===== config.mk =====
export PLATFORM = sky130hd
export DESIGN_NAME = tm1638_key_events_flat
export DESIGN_NICKNAME = d
export VERILOG_FILES = /design/src/rtl/tm1638_key_events_if.sv /design/src/rtl/tm1638_key_events.sv /design/src/flat_wrapper.sv
export SDC_FILE = /design/constraint.sdc
export NUM_CORES = 1
export LEC_CHECK = 0
export CAP_MARGIN = 15
export CORE_MARGIN = 3
export CORE_UTILIZATION = 45
export CTS_CLUSTER_DIAMETER = 80
export DETAILED_ROUTE_END_ITERATION = 8
export MAX_ROUTING_LAYER = met4
export PLACE_DENSITY_LB_ADDON = 0.3
export SLEW_MARGIN = 0
export SYNTH_ARGS = -nofsm -noshare
export SYNTH_HDL_FRONTEND = slang
export SYNTH_SLANG_ARGS = --single-unit

===== constraint.sdc =====
create_clock -name clk -period 2.9 [get_ports clk]
set_clock_uncertainty 0.05 [all_clocks]
set_input_delay 0.58 -clock clk [delete_from_list [all_inputs] [get_ports clk]]
set_output_delay 0.58 -clock clk [all_outputs]
set_load 0.01 [all_outputs]

===== src/rtl/tm1638_key_events_if.sv =====
`default_nettype none
// ------------------------------------------------------------------
// tm1638_key_events_if : key event valid/ready handshake bundle
// Rev 1.0
// ------------------------------------------------------------------
interface tm1638_key_events_if #(
  parameter int W_KEY = 8
) ();
  localparam int KEY_W = (W_KEY > 1) ? $clog2(W_KEY) : 1;

  logic             ev_valid;
  logic             ev_ready;
  logic [KEY_W-1:0] ev_key;
  logic             ev_press;

  modport master (output ev_valid, output ev_key, output ev_press, input ev_ready);
  modport slave  (input ev_valid, input ev_key, input ev_press, output ev_ready);
endinterface
`default_nettype wire


===== src/rtl/tm1638_key_events.sv =====
`default_nettype none
// ------------------------------------------------------------------
// tm1638_key_events : TM1638 key debounce and press/release event FIFO
// Rev 1.0
// ------------------------------------------------------------------
module tm1638_key_events #(
  parameter int W_KEY           = 8,
  parameter int DEBOUNCE_CYCLES = 500000,
  parameter int FIFO_DEPTH      = 4
) (
  input  wire              clk,
  input  wire              rst,
  input  wire  [W_KEY-1:0] keys_raw,
  output logic [W_KEY-1:0] pressed,
  output logic             ovf,
  input  wire              ovf_clr,
  tm1638_key_events_if.master ev
);
  localparam int KEY_W  = (W_KEY > 1) ? $clog2(W_KEY) : 1;
  localparam int CNT_W  = (DEBOUNCE_CYCLES > 1) ? $clog2(DEBOUNCE_CYCLES) : 1;
  localparam int ADDR_W = $clog2(FIFO_DEPTH);
  localparam int PTR_W  = ADDR_W + 1;
  localparam logic [CNT_W-1:0] c_tick_last = CNT_W'(DEBOUNCE_CYCLES - 1);

  logic [W_KEY-1:0]      r_keys_q;
  logic [W_KEY-1:0]      r_samp;
  logic [W_KEY-1:0]      r_pressed;
  logic [W_KEY-1:0]      r_pending;
  logic [CNT_W-1:0]      r_tick_cnt;
  logic                  r_ovf;
  logic [PTR_W-1:0]      r_wr_ptr;
  logic [PTR_W-1:0]      r_rd_ptr;
  logic [KEY_W-1:0]      r_mem_key [FIFO_DEPTH];
  logic [FIFO_DEPTH-1:0] r_mem_press;

  logic                  w_tick;
  logic [W_KEY-1:0]      w_flip;
  logic [KEY_W-1:0]      w_sel;
  logic                  w_any;
  logic [W_KEY-1:0]      w_clear;
  logic                  w_overrun;
  logic [PTR_W-1:0]      w_count;
  logic                  w_full;
  logic                  w_empty;
  logic                  w_pop;
  logic                  w_push;
  logic [ADDR_W-1:0]     w_wr_addr;
  logic [ADDR_W-1:0]     w_rd_addr;

  assign w_tick = (r_tick_cnt == c_tick_last);

  // A key flips only when two consecutive tick samples agree and differ from the held state.
  assign w_flip = w_tick ? (~(r_keys_q ^ r_samp) & (r_keys_q ^ r_pressed)) : '0;

  always_ff @(posedge clk) begin
    if (rst) begin
      r_keys_q   <= '0;
      r_samp     <= '0;
      r_pressed  <= '0;
      r_tick_cnt <= '0;
    end else begin
      r_keys_q   <= keys_raw;
      r_tick_cnt <= w_tick ? '0 : r_tick_cnt + 1'b1;
      if (w_tick) begin
        r_samp    <= r_keys_q;
        r_pressed <= r_pressed ^ w_flip;
      end
    end
  end

  always_comb begin
    w_sel = '0;
    w_any = 1'b0;
    for (int i = W_KEY - 1; i >= 0; i--) begin
      if (r_pending[i]) begin
        w_sel = KEY_W'(i);
        w_any = 1'b1;
      end
    end
  end

  assign w_count   = r_wr_ptr - r_rd_ptr;
  assign w_full    = (w_count == PTR_W'(FIFO_DEPTH));
  assign w_empty   = (w_count == '0);
  assign w_pop     = !w_empty && ev.ev_ready;
  assign w_push    = w_any && (!w_full || w_pop);
  assign w_wr_addr = r_wr_ptr[ADDR_W-1:0];
  assign w_rd_addr = r_rd_ptr[ADDR_W-1:0];
  assign w_clear   = w_push ? (W_KEY'(1) << w_sel) : '0;

  // A fresh flip on a key that is being pushed this cycle is not a loss.
  assign w_overrun = |(w_flip & r_pending & ~w_clear);

  always_ff @(posedge clk) begin
    if (rst) begin
      r_pending <= '0;
      r_ovf     <= 1'b0;
      r_wr_ptr  <= '0;
      r_rd_ptr  <= '0;
    end else begin
      r_pending <= (r_pending & ~w_clear) | w_flip;
      if (w_overrun) begin
        r_ovf <= 1'b1;
      end else if (ovf_clr) begin
        r_ovf <= 1'b0;
      end
      if (w_push) begin
        r_wr_ptr <= r_wr_ptr + 1'b1;
      end
      if (w_pop) begin
        r_rd_ptr <= r_rd_ptr + 1'b1;
      end
    end
  end

  always_ff @(posedge clk) begin
    if (w_push) begin
      r_mem_key[w_wr_addr]   <= w_sel;
      r_mem_press[w_wr_addr] <= r_pressed[w_sel];
    end
  end

  assign pressed     = r_pressed;
  assign ovf         = r_ovf;
  assign ev.ev_valid = !w_empty;
  assign ev.ev_key   = w_empty ? '0 : r_mem_key[w_rd_addr];
  assign ev.ev_press = w_empty ? 1'b0 : r_mem_press[w_rd_addr];

endmodule
`default_nettype wire


===== src/flat_wrapper.sv =====
// flat-port wrapper written by rule: the top's interface ports become plain ports
module tm1638_key_events_flat 
#(
  parameter int W_KEY           = 8,
  parameter int DEBOUNCE_CYCLES = 500000,
  parameter int FIFO_DEPTH      = 4
)
  (clk, rst, keys_raw, pressed, ovf, ovf_clr, ev_ev_valid, ev_ev_key, ev_ev_press, ev_ev_ready);
  tm1638_key_events_if #(.W_KEY(W_KEY)) ev_i ();
  input  wire clk;
  input  wire rst;
  input  wire  [W_KEY-1:0] keys_raw;
  output logic [W_KEY-1:0] pressed;
  output logic ovf;
  input  wire ovf_clr;
  output wire logic [$bits(ev_i.ev_valid)-1:0] ev_ev_valid;
  output wire logic [$bits(ev_i.ev_key)-1:0] ev_ev_key;
  output wire logic [$bits(ev_i.ev_press)-1:0] ev_ev_press;
  input wire logic [$bits(ev_i.ev_ready)-1:0] ev_ev_ready;
  assign ev_ev_valid = ev_i.ev_valid;
  assign ev_ev_key = ev_i.ev_key;
  assign ev_ev_press = ev_i.ev_press;
  assign ev_i.ev_ready = ev_ev_ready;
  tm1638_key_events #(.W_KEY(W_KEY), .DEBOUNCE_CYCLES(DEBOUNCE_CYCLES), .FIFO_DEPTH(FIFO_DEPTH)) u_core (.clk(clk), .rst(rst), .keys_raw(keys_raw), .pressed(pressed), .ovf(ovf), .ovf_clr(ovf_clr), .ev(ev_i));
endmodule

==> flow_summary.json <==
{
  "period_needed_ps": 2770,
  "drtIter0Drc": 195,
  "detail-route-antenna-nets": 0,
  "cp_data_required_time_ps": 2270,
  "fraction_of_layout_instances_using_a_drive_strength_above_1_pct": 8.40,
  "startpoint_of_the_most_critical_setup_path": "u_core.r_wr_ptr[0]",
  "dieWidth_um": 92.9,
  "io_pins": 26,
  "place_congestion": 0.870,
  "coreArea_mm2": 0.00729,
  "worstSetupPathType": "reg -> out",
  "power.ir.vdd_worst_v": 0.000261,
  "port_buffers": 25,
  "worstReg2RegStart": "u_core.r_wr_ptr[0]",
  "via_count": 2623,
  "yosys_warnings": 0,
  "initial_antenna_violation_count": 0,
  "worstMarginPinSlew_ps": 596,
  "wl_mm": 6.40,
  "yosysSeqAreaShare_pct": 49.5,
  "vias_in_the_first_global_route": 2455,
  "postSynthAreaPerCell_um2": 9.19,
  "critical_path_arrival_ps": 2140,
  "grt_max_degree": 35,
  "fin_tns_setup_ps": 0,
  "cts.root.buffer_cell": "sky130_fd_sc_hd__clkbuf_8",
  "synth_async_sr_flop_share_pct": 0,
  "drt_pass1_iterations": 4,
  "fmaxAchievable_ghz": 0.361,
  "timing.final.crit_share_pct": 95.4,
  "clock_pin_slew_worst_setup_and_hold_paths_ps": 80,
  "die_h_um": 92.9,
  "max-cap-violations": 0,
  "num-nets-final": 420,
  "start_util_pct": 46.6,
  "postSynthNetCount": 390,
  "antennaDiodeCount": 0,
  "grt_first_pass_wirelength_mm": 11.1,
  "static-leakage-power_uw": 0.00142,
  "critical_path.endpoint_type": "output port",
  "rows": 31,
  "cts_htree_levels": 3,
  "clockBufferDepth": 2,
  "timing.hold.ws_ps": 415,
  "cts-buffers-inserted": 9,
  "slew_violations": 0,
  "dp_hpwl_mm": 4.48,
  "syn-instance-count": 370,
  "worstHoldPathType": "reg -> reg",
  "final_util_pct": 54.6,
  "synth_top_flop_cell": "sky130_fd_sc_hd__dfxtp_1",
  "tritoncts_clock_tree": "built",
  "syn-cell-area_mm2": 0.00340,
  "timing.hold.worst.start": "u_core.r_tick_cnt[0]",
  "synth_edf_count": 16,
  "vias_per_cell": 5.20,
  "finalSetupViolations": 0,
  "grt_use_total_pct": 16.4,
  "overflow": 0,
  "critical_path.max_fanout": 8,
  "worstSkewPairLatency_ps": 350,
  "outcome": "completed",
  "dieArea_mm2": 0.00863,
  "number_of_buffers_added_to_fix_hold_violations_after_cts": 0,
  "count_of_final_hold_check_violations": 0,
  "timing.max_slew.rel_slack_pct": 60.3,
  "drc": 0,
  "area_growth_pct": 17.1,
  "start_kind": "register",
  "cts_post_setup_buffers_inserted": 0,
  "number_of_clock_sinks": 76,
  "power_density_mw_per_mm2": 525,
  "number_of_synthesized_register_bits": 76,
  "route.detailed.wl_per_inst_um": 12.7,
  "ys_types": 44
}
final timing paths:
check                         end  slack [ps]  cells past startpoint
max                  ev_ev_key[0]         130                      7
min          u_core.r_tick_cnt[0]         420                      1
max reg2reg            u_core.ovf         700                      9
min reg2reg  u_core.r_tick_cnt[0]         420                      1
cell usage in the layout, fill, tap and decap left out, types with 10 or more instances in the layout:
| cell | count |
|---|---|
| sky130_fd_sc_hd__edfxtp_1 | 16 |
| sky130_fd_sc_hd__a21oi_1 | 30 |
| sky130_fd_sc_hd__xor2_1 | 10 |
| sky130_fd_sc_hd__nor2_1 | 50 |
| sky130_fd_sc_hd__nand2_1 | 53 |
| sky130_fd_sc_hd__clkdlybuf4s50_1 | 25 |
| sky130_fd_sc_hd__o21ai_0 | 12 |
| sky130_fd_sc_hd__dfxtp_1 | 58 |
| sky130_fd_sc_hd__nand3_1 | 11 |
| sky130_fd_sc_hd__and2_1 | 10 |
| sky130_fd_sc_hd__xnor2_1 | 11 |
synth_stat cells, drive strengths merged, types with 3 or more instances:
cell type / count / area [um2]
o22ai: 5 / 31.3
nor2b: 10 / 62.6
nand3: 12 / 60.1
nand2b: 8 / 50.1
a21oi: 30 / 150
o31ai: 3 / 22.5
o21ai: 20 / 100
edfxtp: 16 / 480
buf: 6 / 47.5
nor3: 5 / 25.0
mux4: 4 / 90.1
ha: 8 / 100
nand4: 4 / 25.0
dfxtp: 60 / 1200
clkbuf: 5 / 18.8
a21o: 8 / 60.1
nand2: 53 / 199
inv: 8 / 30.0
xnor2: 12 / 105
xor2: 10 / 87.6
and2: 10 / 62.6
nor2: 50 / 188
power by group:
group          internal [uW]  switching [uW]  leakage [uW]
Sequential              1090            19.9      0.000636
Clock                    402             401     0.0000997
Combinational           96.9            78.3      0.000684
Total                   1590             500       0.00142
flip-flops by register name (all words and copies together), names as in the netlist, 3 cells and up, named ones only:
| signal | count |
|---|---|
| u_core.pressed | 8 |
| u_core.r_wr_ptr | 3 |
| u_core.r_rd_ptr | 3 |
| u_core.r_mem_press | 4 |
| u_core.r_pending | 8 |
| u_core.r_keys_q | 8 |
| u_core.r_tick_cnt | 19 |
| u_core.r_mem_key | 12 |
| u_core.r_samp | 8 |
routing by layer:
metal / GRT usage [%] / routed length, um
met4: 5.37 / 90
met5: - / 0
met3: 4.63 / 294
met2: 25.7 / 3010
met1: 20.6 / 3000
repair_timing:
item | 4_1_cts | 5_1_grt
resized for setup | 1 | 4
endpoints found under the setup margin | 4 | 5
pin swaps | 0 | 1
logic make-up (layout without fill, tap and decap cells):
kind of cell               Yosys count  in the layout  share of synthesized area (%)
DFF                                 76             76                           49.5
adders and majority gates            8              8                           2.94
AOI/OAI and AO/OA                   74             74                           12.9
and+or+nand+nor                    165            165                           23.0
xor gates and xnor gates            22             22                           5.67
buffers and inverters               19             54                           2.83
muxes                                6              6                           3.24
critical path, stage by stage (launching register included):
cell and delay [ps]:
sky130_fd_sc_hd__dfxtp_2 360, sky130_fd_sc_hd__inv_1 80, sky130_fd_sc_hd__ha_1 190, sky130_fd_sc_hd__nor2b_2 170
sky130_fd_sc_hd__xnor2_2 160, sky130_fd_sc_hd__nand3_2 150, sky130_fd_sc_hd__and2_1 180, sky130_fd_sc_hd__clkdlybuf4s50_1 480
cell type report:
class,instances,area (um2)
Fill cell,686,3310
Inverter,8,30.0
Multi-Input combinational cell,275,1650
Sequential cell,76,1680
Timing Repair Buffer,30,300
Tap cell,99,124
Clock buffer,9,124
Clock inverter,7,72.6
metrics by stage:
step / setup slack, ps / power, uW / cell area, um2 / cells
global route: -3.03 / 2190 / 3980 / 504
detailed placement: 365 / 1300 / 3770 / 488
floorplan: 752 / 1230 / 3400 / 370
finish: 133 / 2090 / 3980 / 504
CTS: 5.07 / 2110 / 3970 / 504
global placement: 466 / 1300 / 3770 / 488
Note: power is estimated with default switching activity, not from simulation.
